--- src/rtl/orb_rx_pkg.sv ---
// orb_rx_pkg: shared types and constants for the orbital-data UART receiver.
//   rxState_e      receiver FSM state encoding
//   CLK_DIV_DEF    default clk cycles per serial bit
//   STROBE_LEN_DEF default strobe stretch length
//   STROBE_MIN     shortest strobe the word packer can catch (2-FF sync + 32-cycle window)
//   maj3()         3-input majority vote
package orb_rx_pkg;

  typedef enum logic [2:0] {
    IDLE,
    START,
    DATA,
    PARITY,
    STOP,
    WAITIDLE
  } rxState_e;

  localparam int CLK_DIV_DEF    = 16;
  localparam int STROBE_LEN_DEF = 48;
  localparam int STROBE_MIN     = 34;

  function automatic logic maj3(input logic a, input logic b, input logic c);
    return (a & b) | (a & c) | (b & c);
  endfunction

endpackage

--- src/rtl/orb_uart_rx_if.sv ---
// orb_uart_rx_if: serial input plus byte/strobe/error outputs of one receiver channel.
//   rx         serial line, idle high
//   oData      last accepted byte
//   oStrob     stretched strobe, high STROBE_LEN cycles per accepted byte
//   oFrameErr  1-cycle pulse, stop bit sampled low
//   oOverrun   1-cycle pulse, byte completed while oStrob still high
//   oParErr    1-cycle pulse, parity mismatch
// master: the receiver; slave: line driver / packer side.
interface orb_uart_rx_if;

  logic       rx;
  logic [7:0] oData;
  logic       oStrob;
  logic       oFrameErr;
  logic       oOverrun;
  logic       oParErr;

  modport master (
    input  rx,
    output oData, oStrob, oFrameErr, oOverrun, oParErr
  );

  modport slave (
    output rx,
    input  oData, oStrob, oFrameErr, oOverrun, oParErr
  );

endinterface

--- src/rtl/orb_rx_sampler.sv ---
// orb_rx_sampler: 2-FF synchroniser, bit-period counter and 3-sample majority.
//   clk, rst   clock / async active-low reset
//   rxAsync    raw serial line
//   restart    realign the bit counter: the current cycle becomes cycle 0 of a bit
//   rxSync     synchronised line
//   fallEdge   synchronised line went 1 -> 0 this cycle
//   bitValid   1-cycle pulse at sample CLK_DIV/2+1 of every bit period
//   bitVal     majority of the samples at CLK_DIV/2-1, /2, /2+1 (valid with bitValid)
module orb_rx_sampler
  import orb_rx_pkg::*;
#(
  parameter int CLK_DIV = CLK_DIV_DEF
) (
  input  logic clk,
  input  logic rst,
  input  logic rxAsync,
  input  logic restart,
  output logic rxSync,
  output logic fallEdge,
  output logic bitValid,
  output logic bitVal
);

  localparam int CW = $clog2(CLK_DIV);
  localparam logic [CW-1:0] SMP0 = CW'(CLK_DIV/2 - 1);
  localparam logic [CW-1:0] SMP1 = CW'(CLK_DIV/2);
  localparam logic [CW-1:0] SMP2 = CW'(CLK_DIV/2 + 1);
  localparam logic [CW-1:0] LAST = CW'(CLK_DIV - 1);

  logic          sync1, sync2, rxPrev;
  logic [CW-1:0] cnt;
  logic          smpA, smpB;

  always_ff @(posedge clk or negedge rst) begin
    if (!rst) begin
      sync1  <= 1'b1;
      sync2  <= 1'b1;
      rxPrev <= 1'b1;
      cnt    <= '0;
      smpA   <= 1'b1;
      smpB   <= 1'b1;
    end else begin
      sync1  <= rxAsync;
      sync2  <= sync1;
      rxPrev <= sync2;
      // restart fires in the edge-detect cycle (bit cycle 0), so load 1 here
      if (restart)          cnt <= CW'(1);
      else if (cnt == LAST) cnt <= '0;
      else                  cnt <= cnt + CW'(1);
      if (cnt == SMP0) smpA <= sync2;
      if (cnt == SMP1) smpB <= sync2;
    end
  end

  assign rxSync   = sync2;
  assign fallEdge = rxPrev & ~sync2;
  assign bitValid = (cnt == SMP2);
  // third sample is the live synced value in the bitValid cycle
  assign bitVal   = maj3(smpA, smpB, sync2);

endmodule

--- src/rtl/orb_uart_rx.sv ---
// orb_uart_rx: serial byte receiver for one orbital-data channel, feeding the word packer.
//   clk   system clock
//   rst   async active-low reset
//   bus   orb_uart_rx_if.master (rx in; oData, oStrob, oFrameErr, oOverrun, oParErr out)
// Format 8N1 LSB first; with macro ORB_RX_PARITY_EN defined the format is 8E1 and
// bad parity drops the byte with an oParErr pulse. Without it oParErr is tied 0.
// oStrob is stretched STROBE_LEN cycles so the packer's synchroniser and write window
// see it; a byte finishing while oStrob is still high is dropped with oOverrun.
module orb_uart_rx
  import orb_rx_pkg::*;
#(
  parameter int CLK_DIV    = CLK_DIV_DEF,
  parameter int STROBE_LEN = STROBE_LEN_DEF
) (
  input  logic           clk,
  input  logic           rst,
  orb_uart_rx_if.master  bus
);

  localparam int SW = $clog2(STROBE_LEN);
  localparam logic [SW-1:0] STB_LOAD = SW'(STROBE_LEN - 1);

  logic rxSync, fallEdge, bitValid, bitVal, restart;

  rxState_e    state;
  logic [2:0]  bitCnt;
  logic [7:0]  shReg;
  logic [7:0]  dataQ;
  logic        strobQ;
  logic [SW-1:0] strobeCnt;
  logic        frameErrQ, overrunQ;
  logic        parOk;

  assign restart = (state == IDLE) && fallEdge;

  orb_rx_sampler #(.CLK_DIV(CLK_DIV)) uSampler (
    .clk      (clk),
    .rst      (rst),
    .rxAsync  (bus.rx),
    .restart  (restart),
    .rxSync   (rxSync),
    .fallEdge (fallEdge),
    .bitValid (bitValid),
    .bitVal   (bitVal)
  );

`ifdef ORB_RX_PARITY_EN
  logic parBit, parErrQ;
  // even parity: the parity bit equals the XOR of the data bits
  assign parOk = (parBit == ^shReg);
`else
  assign parOk = 1'b1;
`endif

  always_ff @(posedge clk or negedge rst) begin
    if (!rst) begin
      state     <= IDLE;
      bitCnt    <= '0;
      shReg     <= '0;
      dataQ     <= '0;
      strobQ    <= 1'b0;
      strobeCnt <= '0;
      frameErrQ <= 1'b0;
      overrunQ  <= 1'b0;
`ifdef ORB_RX_PARITY_EN
      parBit    <= 1'b0;
      parErrQ   <= 1'b0;
`endif
    end else begin
      frameErrQ <= 1'b0;
      overrunQ  <= 1'b0;
`ifdef ORB_RX_PARITY_EN
      parErrQ   <= 1'b0;
`endif
      // stretcher countdown; an accept only loads it while oStrob is low
      if (strobQ) begin
        if (strobeCnt == '0) strobQ    <= 1'b0;
        else                 strobeCnt <= strobeCnt - 1'b1;
      end

      case (state)
        IDLE: if (fallEdge) begin
          state  <= START;
          bitCnt <= '0;
        end
        START: if (bitValid) state <= bitVal ? IDLE : DATA;
        DATA: if (bitValid) begin
          shReg  <= {bitVal, shReg[7:1]};
          bitCnt <= bitCnt + 3'd1;
          if (bitCnt == 3'd7) begin
`ifdef ORB_RX_PARITY_EN
            state <= PARITY;
`else
            state <= STOP;
`endif
          end
        end
`ifdef ORB_RX_PARITY_EN
        PARITY: if (bitValid) begin
          parBit <= bitVal;
          state  <= STOP;
        end
`endif
        STOP: if (bitValid) begin
          state <= WAITIDLE;
          if (!bitVal) frameErrQ <= 1'b1;
`ifdef ORB_RX_PARITY_EN
          if (!parOk)  parErrQ   <= 1'b1;
`endif
          if (bitVal && parOk) begin
            if (strobQ) overrunQ <= 1'b1;
            else begin
              dataQ     <= shReg;
              strobQ    <= 1'b1;
              strobeCnt <= STB_LOAD;
            end
          end
        end
        // hold here through a break so a long low line cannot retrigger
        WAITIDLE: if (rxSync) state <= IDLE;
        default: state <= IDLE;
      endcase
    end
  end

  assign bus.oData     = dataQ;
  assign bus.oStrob    = strobQ;
  assign bus.oFrameErr = frameErrQ;
  assign bus.oOverrun  = overrunQ;
`ifdef ORB_RX_PARITY_EN
  assign bus.oParErr   = parErrQ;
`else
  assign bus.oParErr   = 1'b0;
`endif

endmodule

--- src/flat_wrapper.sv ---
// flat-port wrapper written by rule: the top's interface ports become plain ports
module orb_uart_rx_flat import orb_rx_pkg::*;
#(
  parameter int CLK_DIV    = CLK_DIV_DEF,
  parameter int STROBE_LEN = STROBE_LEN_DEF
)
  (clk, rst, bus_rx, bus_oData, bus_oStrob, bus_oFrameErr, bus_oOverrun, bus_oParErr);
  orb_uart_rx_if bus_i ();
  input  logic clk;
  input  logic rst;
  input wire logic [$bits(bus_i.rx)-1:0] bus_rx;
  output wire logic [$bits(bus_i.oData)-1:0] bus_oData;
  output wire logic [$bits(bus_i.oStrob)-1:0] bus_oStrob;
  output wire logic [$bits(bus_i.oFrameErr)-1:0] bus_oFrameErr;
  output wire logic [$bits(bus_i.oOverrun)-1:0] bus_oOverrun;
  output wire logic [$bits(bus_i.oParErr)-1:0] bus_oParErr;
  assign bus_i.rx = bus_rx;
  assign bus_oData = bus_i.oData;
  assign bus_oStrob = bus_i.oStrob;
  assign bus_oFrameErr = bus_i.oFrameErr;
  assign bus_oOverrun = bus_i.oOverrun;
  assign bus_oParErr = bus_i.oParErr;
  orb_uart_rx #(.CLK_DIV(CLK_DIV), .STROBE_LEN(STROBE_LEN)) u_core (.clk(clk), .rst(rst), .bus(bus_i));
endmodule
--- config.mk ---
export PLATFORM = sky130hd
export DESIGN_NAME = orb_uart_rx_flat
export DESIGN_NICKNAME = d
export VERILOG_FILES = /design/src/rtl/orb_rx_pkg.sv /design/src/rtl/orb_uart_rx_if.sv /design/src/rtl/orb_rx_sampler.sv /design/src/rtl/orb_uart_rx.sv /design/src/flat_wrapper.sv
export SDC_FILE = /design/constraint.sdc
export NUM_CORES = 1
export LEC_CHECK = 0
export CORE_MARGIN = 4
export CORE_UTILIZATION = 40
export DETAILED_ROUTE_END_ITERATION = 12
export PLACE_DENSITY = 0.6
export SYNTH_ARGS = -nofsm -noshare
export SYNTH_HDL_FRONTEND = slang
export SYNTH_SLANG_ARGS = --single-unit
--- constraint.sdc ---
create_clock -name clk -period 2.1 [get_ports clk]
set_input_delay 0.63 -clock clk [delete_from_list [all_inputs] [get_ports clk]]
set_output_delay 0.63 -clock clk [all_outputs]
set_load 0.005 [all_outputs]
==> results of run 1 <==
==> per-stage QoR <==
| stage | hold WS (ns) | util | area (um^2) | instances | setup slack, ns |
|---|---|---|---|---|---|
| 2_1_floorplan | 0.334 | - | 1870 | 148 | 0.462 |
| 3_3_place_gp | 0.345 | 0.463 | 2060 | 212 | 0.405 |
| 3_5_place_dp | 0.349 | 0.463 | 2060 | 212 | 0.289 |
| 4_1_cts | 0.322 | 0.481 | 2140 | 219 | 0.167 |
| 5_1_grt | 0.340 | 0.481 | 2140 | 219 | 0.119 |
| 6_report | 0.308 | 0.481 | 2140 | 219 | 0.182 |
==> layout make-up <==
class	count	area [um^2]	share of cell area
multi-input combinational	96	807	0.377
tap	52	65.1	0.0304
clock buffer	5	68.8	0.0322
timing repair buffer	16	148	0.0690
inverter	8	30.0	0.0140
sequential	40	1010	0.471
clock inverter	2	12.5	0.00585
==> registers in the layout (all words and copies together), names as in the netlist, 3 cells and up <==
register and flops:
u_core.bitCnt 3, u_core.shReg 8, u_core.uSampler.cnt 4, u_core.bus.oData 8, u_core.strobeCnt 6, u_core.state 3
==> routing by layer <==
metal	part of all wire	vias up	track usage
met1	0.46	613	0.146
met3	0.029	9	0.0402
li1	-	574	-
met2	0.49	15	0.217
met5	0	-	0
met4	0.020	0	0.0453
==> logic make-up after synthesis <==
family,Yosys count
buf+inv,12
other cells,1
fa+ha+maj,8
simple gates,42
flops,40
xor+xnor,1
compound gates,23
mux,21
==> report_power, final <==
| part | switching, W | total [W] | internal (W) |
|---|---|---|---|
| Clock | 0.000258 | 0.000483 | 0.000225 |
| Combinational | 0.000154 | 0.000292 | 0.000137 |
| Sequential | 0.0000955 | 0.000957 | 0.000861 |
| Total | 0.000508 | 0.00173 | 0.00122 |
==> layout by cell type, fill, tap and decap left out, types with 2 or more instances in the layout <==
| master | Yosys | layout |
|---|---|---|
| sky130_fd_sc_hd__dfrtp_1 | 35 | 35 |
| sky130_fd_sc_hd__mux2_2 | 15 | 15 |
| sky130_fd_sc_hd__clkdlybuf4s50_1 | 0 | 12 |
| sky130_fd_sc_hd__inv_1 | 7 | 7 |
| sky130_fd_sc_hd__ha_1 | 7 | 7 |
| sky130_fd_sc_hd__nor2_1 | 6 | 6 |
| sky130_fd_sc_hd__nand3_1 | 5 | 5 |
| sky130_fd_sc_hd__nand2_1 | 5 | 5 |
| sky130_fd_sc_hd__mux2_4 | 5 | 5 |
| sky130_fd_sc_hd__clkbuf_8 | 0 | 5 |
| sky130_fd_sc_hd__dfstp_2 | 5 | 5 |
| sky130_fd_sc_hd__o21ai_0 | 4 | 4 |
| sky130_fd_sc_hd__nor3b_1 | 3 | 3 |
| sky130_fd_sc_hd__and2_1 | 3 | 3 |
| sky130_fd_sc_hd__a21oi_1 | 3 | 3 |
| sky130_fd_sc_hd__buf_4 | 1 | 3 |
| sky130_fd_sc_hd__nor2b_1 | 2 | 2 |
| sky130_fd_sc_hd__nor3_1 | 2 | 2 |
| sky130_fd_sc_hd__a31o_2 | 2 | 2 |
| sky130_fd_sc_hd__a21o_1 | 2 | 2 |
| sky130_fd_sc_hd__a311oi_1 | 2 | 2 |
| sky130_fd_sc_hd__a211oi_1 | 2 | 2 |
| sky130_fd_sc_hd__or2_2 | 2 | 2 |
==> how the worst min path moves through the flow <==
stage | startpoint | endpoint | slack, ns
after global routing | rst | u_core.bus.oData[0]$_DFFE_PN0P_ | 0.34
after detailed placement | u_core.uSampler.sync1$_DFF_PN1_ | u_core.uSampler.rxSync$_DFF_PN1_ | 0.35
final | rst | u_core.bus.oOverrun$_DFF_PN0_ | 0.31
after global placement | u_core.uSampler.sync1$_DFF_PN1_ | u_core.uSampler.rxSync$_DFF_PN1_ | 0.35
after CTS | rst | u_core.shReg[0]$_DFFE_PN0P_ | 0.32
after floorplan | rst | u_core.bitCnt[0]$_DFFE_PN0P_ | 0.33
==> run metrics, run 1 <==
result of the run=finished, final reports clean; Worst R2R Path Depth=5; Crit. path cell count=1; start point of the critical path=u_core.bus.oStrob$_DFF_PN0_; total leakage power=1.04 nW; Sinks on Clock Net=40; count of unique library cells instantiated by Yosys=50; H-tree lvl count=2; arithmetic-cell share of the synthesized area counting full adders, half adders and majority gates=0.0528; Synth area leaders=sky130_fd_sc_hd__dfrtp_1, sky130_fd_sc_hd__mux2_2, sky130_fd_sc_hd__dfstp_2, sky130_fd_sc_hd__ha_1, sky130_fd_sc_hd__mux2_4; number of register bits inferred by synthesis=40; effective utilization at floorplan=0.421; startpoint class of the critical path=register; primary flip-flop cell chosen by synthesis mapping=sky130_fd_sc_hd__dfrtp_1; leading area contributor after synthesis=sky130_fd_sc_hd__dfrtp_1; hold buffer count at CTS=0; Synth async-reset ratio=1.00; CP Capture Point=bus_oStrob; post-CTS resize count=0; Synth Cell Area=1870 um^2; count of flip-flops with a built-in enable after synthesis=0; Crit Path Max Fanout=7; total count of hold-check failures in the final report=0; unrepaired setup endpoints after global routing=false; accumulated negative setup slack=0 ns; global-route wire length before repair=5920 um; Detail Placement HPWL=2390 um; remaining routing DRC violations=0; weighted congestion at the end of routability-driven global placement=0.772; critical path type=register to output pin; crit share post-route=0.914; Detailed Route WL=3310 um; Commonest cells post-synth=sky130_fd_sc_hd__dfrtp_1, sky130_fd_sc_hd__mux2_2, sky130_fd_sc_hd__ha_1, sky130_fd_sc_hd__inv_1, sky130_fd_sc_hd__nor2_1; # Post-CTS Setup Buffers=0; post-synthesis compound-gate area fraction=0.0908; fraction of the mapped netlist area in simple logic gates=0.145; Rel. slew slack=0.538; number of inserted filler cells in the final layout=418; launch point of the worst reg-to-reg path=u_core.strobeCnt[0]$_DFF_PN0_; Final setup violation count=0; total power per unit cell area=810 nW/um^2; part of the Yosys area used for sequential elements=0.538; number of buffers created by CTS=5; Syn Area/Cell=12.7 um^2; First-pass DRT Iterations=4; grt total ovfl=0; slack of the worst reg-to-reg path=0.22 ns; input/output buffers=13; Net Count, Synth=158; total power of the final layout=0.00173 W; clock tree from TritonCTS=yes; crit path capture type=output pin; kind of path behind the tightest hold check=input port to asynchronous set/reset pin; largest net degree at the start of global routing=22; Core Box Area=4440 um^2; area fraction of the dominant cell type after synthesis=0.468; share of synthesized area spent on multiplexers=0.136; worst vdd ir=0.000407 V; final setup skew=0.00725 ns; layout cells sized above 1=0.269; number of placement rows=24; clock insertion delay at the later pin of the skew report=0.29 ns; Vias/cell=5.53; Required @ worst endpoint=1.47 ns; critical path buffer and inverter count=1; residual antenna-violating net count after detailed routing=0; signed area change from the synthesized netlist to the final layout=14.2%; Max Slew Vio Count=0; critical path, cell by cell=clkdlybuf4s50_1; # diodes=0; number of buffers on the longest clock path=2; top achievable clock speed=521 MHz; xor-xnor portion of the synthesized cell area=0.00468; first-iteration detailed-routing DRC count=22; main combinational cell family by area after synthesis=simple AND/OR/NAND/NOR gates; count of warnings emitted by yosys=0; die area=5840 um^2; Mapped Cells=148; number of antenna violations at the first check in global routing=0; cell with the largest stage delay on the worst path=sky130_fd_sc_hd__clkdlybuf4s50_1; # IOs=15; most frequently used cell type in the post-synthesis netlist=sky130_fd_sc_hd__dfrtp_1; CP arrival=1.29 ns; # nets final=177; clock root buffer=sky130_fd_sc_hd__clkbuf_8; die span in x=76.4 um; post-CTS clock slew at the launch and capture registers of the worst setup and hold paths=0.08 ns; via count of the first global-routing pass=1244; number of vias after detailed routing=1211; overall die height=76.4 um; Worst Tran Pin Value=0.692 ns; Min Clock Period, post-route=1.92 ns; number of max-cap violations=0; Overall Global Routing Usage=0.126; r2r endpoint=u_core.strobeCnt[0]$_DFF_PN0_; largest stage delay on the critical path=0.54 ns; WL per Instance=15.1 um; gate family responsible for the most delay along the worst path=buffers and inverters
No activity file was read; power rests on OpenSTA's default activity.
==> run 2, diff against run 1 <==
Settings changed: CTS_BUF_LIST from default to sky130_fd_sc_hd__clkbuf_8, PLACE_DENSITY 0.6 to 0.65.
==> run metrics, run 2 (synthesized netlist as in run 1, its figures left out) <==
# diodes=0; Detail Placement HPWL=2230 um; global-route wire length before repair=5910 um; post-CTS clock slew at the launch and capture registers of the worst setup and hold paths=0.08 ns; residual antenna-violating net count after detailed routing=0; Detailed Route WL=3190 um; WL per Instance=14.6 um; hold buffer count at CTS=0; grt total ovfl=0; total count of hold-check failures in the final report=0; Max Slew Vio Count=0; die span in x=76.4 um; Crit Path Max Fanout=7; unrepaired setup endpoints after global routing=false; number of buffers on the longest clock path=2; Min Clock Period, post-route=1.94 ns; Overall Global Routing Usage=0.124; top achievable clock speed=516 MHz; # Post-CTS Setup Buffers=0; number of placement rows=24; H-tree lvl count=2; Final setup violation count=0; first-iteration detailed-routing DRC count=57; number of antenna violations at the first check in global routing=0; crit path capture type=output pin; critical path, cell by cell=clkdlybuf4s50_1; result of the run=finished, final reports clean; Crit. path cell count=1; clock tree from TritonCTS=yes; critical path buffer and inverter count=1; met1 Track Usage GR=0.156; r2r endpoint=u_core.shReg[3]$_DFFE_PN0P_; critical path type=register to output pin; crit share post-route=0.924; final setup skew=0.00660 ns; startpoint class of the critical path=register; accumulated negative setup slack=0 ns; total power per unit cell area=872 nW/um^2; CP arrival=1.31 ns; post-CTS resize count=0; # nets final=176; overall die height=76.4 um; clock insertion delay at the later pin of the skew report=0.29 ns; endpoint with the worst hold slack=u_core.uSampler.rxSync$_DFF_PN1_; clock root buffer=sky130_fd_sc_hd__clkbuf_8; Rel. slew slack=0.622; GR peak layer=met2; most frequent cells in the layout=sky130_fd_sc_hd__dfrtp_1, sky130_fd_sc_hd__mux2_2, sky130_fd_sc_hd__clkdlybuf4s50_1; Vias/cell=5.47; via count of the first global-routing pass=1262; weighted congestion at the end of routability-driven global placement=0.714; gate family responsible for the most delay along the worst path=buffers and inverters; layout cells sized above 1=0.269; cell with the largest stage delay on the worst path=sky130_fd_sc_hd__clkdlybuf4s50_1; global-route met2 utilization=0.198; effective utilization at floorplan=0.421; number of max-cap violations=0; remaining routing DRC violations=0; First-pass DRT Iterations=4; die area=5840 um^2; Hold Path Origin=u_core.uSampler.sync1$_DFF_PN1_; number of vias after detailed routing=1197; worst vdd ir=0.000547 V; input/output buffers=13; Worst Tran Pin Value=0.566 ns; launch point of the worst reg-to-reg path=u_core.uSampler.cnt[1]$_DFF_PN0_; kind of path behind the tightest hold check=register to register; # IOs=15; Sinks on Clock Net=40; met3 layer usage reported by global route=0.0390; largest stage delay on the critical path=0.54 ns; signed area change from the synthesized netlist to the final layout=15.6%; largest net degree at the start of global routing=41; Cells on Worst Hold Path=0; Worst R2R Path Depth=5; slack of the worst reg-to-reg path=0.32 ns; leading cell type in the layout, fill and taps excluded=sky130_fd_sc_hd__dfrtp_1; Fin Hold WS=0.367 ns; Core Box Area=4440 um^2; number of buffers created by CTS=5; total leakage power=1.05 nW; Required @ worst endpoint=1.47 ns
[run 2: worst max path at each step]
| stage | from | end |
|---|---|---|
| after global routing | u_core.bus.oStrob$_DFF_PN0_ | bus_oStrob |
| after CTS | u_core.bus.oStrob$_DFF_PN0_ | bus_oStrob |
| after detailed placement | u_core.uSampler.cnt[1]$_DFF_PN0_ | u_core.shReg[3]$_DFFE_PN0P_ |
| after global placement | u_core.uSampler.cnt[1]$_DFF_PN0_ | u_core.bus.oData[7]$_DFFE_PN0P_ |
| after floorplan | u_core.uSampler.cnt[1]$_DFF_PN0_ | u_core.bus.oData[1]$_DFFE_PN0P_ |
| final | u_core.bus.oStrob$_DFF_PN0_ | bus_oStrob |
[run 2: routing by layer]
metal | share of wire | vias to the layer above
met1 | 0.47 | 602
met5 | 0 | -
met2 | 0.49 | 21
met3 | 0.038 | 5
li1 | - | 569
met4 | 0.0085 | 0
[run 2: per-stage QoR]
stage | cells | worst slack, ns | utilization | power [W] | area (um^2)
after floorplan | 148 | 0.462 | - | 0.00118 | 1870
after global placement | 211 | 0.389 | 0.461 | 0.00124 | 2050
after detailed placement | 211 | 0.313 | 0.461 | 0.00127 | 2050
after CTS | 219 | 0.156 | 0.487 | 0.00191 | 2170
after global routing | 219 | 0.120 | 0.487 | 0.00202 | 2170
final | 219 | 0.160 | 0.487 | 0.00189 | 2170
[run 2: final cells by class]
| cell class | count | area (um^2) |
|---|---|---|
| inverter | 8 | 30.0 |
| clock buffer | 5 | 68.8 |
| tap | 52 | 65.1 |
| timing repair buffer | 15 | 140 |
| clock inverter | 3 | 47.5 |
| sequential | 40 | 1010 |
| multi-input combinational | 96 | 807 |
| fill | 387 | 2280 |
[run 2: where the power goes]
part,total [W],internal (W),switching (W)
clock,0.000638,0.000358,0.000280
sequential,0.000958,0.000861,0.0000968
combinational,0.000293,0.000138,0.000156
total,0.00189,0.00136,0.000533
==> run 3, diff against run 2 <==
Settings changed: GPL_TIMING_DRIVEN from default to 1, PLACE_DENSITY 0.65 to default, PLACE_DENSITY_LB_ADDON from default to 0.12.
==> run metrics, run 3 (synthesized netlist as in run 1, its figures left out) <==
worst vdd ir=0.000554 V; number of buffers on the longest clock path=2; effective utilization at floorplan=0.421; grt total ovfl=0; clock root buffer=sky130_fd_sc_hd__clkbuf_8; CP Capture Point=bus_oStrob; top achievable clock speed=519 MHz; Worst Tran Pin Value=0.587 ns; Sinks on Clock Net=40; first-iteration detailed-routing DRC count=54; crit share post-route=0.917; post-CTS resize count=0; Worst R2R Path Depth=5; most frequent cells in the layout=sky130_fd_sc_hd__dfrtp_1, sky130_fd_sc_hd__mux2_2, sky130_fd_sc_hd__clkdlybuf4s50_1; remaining routing DRC violations=0; number of max-cap violations=0; largest net degree at the start of global routing=41; Max Slew Vio Count=0; critical path buffer and inverter count=1; # IOs=15; critical path, cell by cell=clkdlybuf4s50_1; area used by multi-input combinational logic=807 um^2; slack of the worst reg-to-reg path=0.31 ns; Overall Global Routing Usage=0.127; Rel. slew slack=0.608; total power per unit cell area=864 nW/um^2; leading cell type in the layout, fill and taps excluded=sky130_fd_sc_hd__dfrtp_1; via count of the first global-routing pass=1260; launch point of the worst reg-to-reg path=u_core.strobeCnt[0]$_DFF_PN0_; accumulated negative setup slack=0 ns; First-pass DRT Iterations=4; input/output buffers=13; r2r endpoint=u_core.strobeCnt[0]$_DFF_PN0_; total count of hold-check failures in the final report=0; Vias/cell=5.42; clock tree from TritonCTS=yes; number of placement rows=24; Core Box Area=4440 um^2; hold buffer count at CTS=0; die span in x=76.4 um; number of buffers created by CTS=5; signed area change from the synthesized netlist to the final layout=15.4%; Detail Placement HPWL=2250 um; cell with the largest stage delay on the worst path=sky130_fd_sc_hd__clkdlybuf4s50_1; CP arrival=1.30 ns; startpoint class of the critical path=register; start point of the critical path=u_core.bus.oStrob$_DFF_PN0_; # Post-CTS Setup Buffers=0; H-tree lvl count=2; Detailed Route WL=3280 um; Min Clock Period, post-route=1.93 ns; Placed Instances=211; final setup skew=0.00490 ns; post-layout instance count excluding filler cells=219; total power of the final layout=0.00187 W; Crit Path Max Fanout=7; global-route wire length before repair=5980 um; unrepaired setup endpoints after global routing=false; total area of sequential cells=1010 um^2; WL per Instance=15.0 um; crit path capture type=output pin; overall die height=76.4 um; Fin Hold WS=0.363 ns; layout cells sized above 1=0.269; number of inserted filler cells in the final layout=414; residual antenna-violating net count after detailed routing=0; weighted congestion at the end of routability-driven global placement=0.737; largest stage delay on the critical path=0.54 ns; Hold Path Origin=u_core.uSampler.sync1$_DFF_PN1_; Required @ worst endpoint=1.47 ns; total leakage power=1.05 nW; # diodes=0; critical path type=register to output pin; clock insertion delay at the later pin of the skew report=0.29 ns; # nets final=176; result of the run=finished, final reports clean; post-CTS clock slew at the launch and capture registers of the worst setup and hold paths=0.08 ns; final worst slack=0.173 ns; number of vias after detailed routing=1188; kind of path behind the tightest hold check=register to register; Final setup violation count=0; gate family responsible for the most delay along the worst path=buffers and inverters; post-placement worst setup slack=0.325 ns; number of antenna violations at the first check in global routing=0; Crit. path cell count=1; die area=5840 um^2
run 3: cell type report:
cell class                 count  share of cell area
clock buffer                   5              0.0318
sequential                    40               0.466
tap                           52              0.0301
timing repair buffer          15              0.0649
multi-input combinational     96               0.373
clock inverter                 3              0.0197
inverter                       8              0.0139
run 3: through the flow:
step                      cell area [um^2]   util
after floorplan                       1870      -
after global placement                2050  0.461
after detailed placement              2050  0.461
after CTS                             2160  0.486
after global routing                  2160  0.486
final                                 2160  0.486
run 3: worst min path at each step:
stage / to / slack [ns] / depth (start not counted)
finish: u_core.uSampler.rxSync$_DFF_PN1_ / 0.36 / 0
global route: u_core.uSampler.rxSync$_DFF_PN1_ / 0.37 / 0
CTS: u_core.uSampler.rxSync$_DFF_PN1_ / 0.36 / 0
detailed placement: u_core.uSampler.rxSync$_DFF_PN1_ / 0.35 / 0
global placement: u_core.uSampler.rxSync$_DFF_PN1_ / 0.35 / 0
floorplan: u_core.bitCnt[0]$_DFFE_PN0P_ / 0.33 / 0
run 3: routing by layer:
layer / wire length, um / track usage / vias to the layer above
met1: 1560 / 0.163 / 597
met5: 0 / 0 / -
met3: 118 / 0.0426 / 5
met2: 1550 / 0.198 / 20
li1: - / - / 566
met4: 46 / 0.0507 / 0
run 3: where the power goes:
group	switching [W]	internal (W)	total [W]
sequential	0.0000969	0.000861	0.000958
clock	0.000270	0.000351	0.000621
combinational	0.000151	0.000137	0.000288
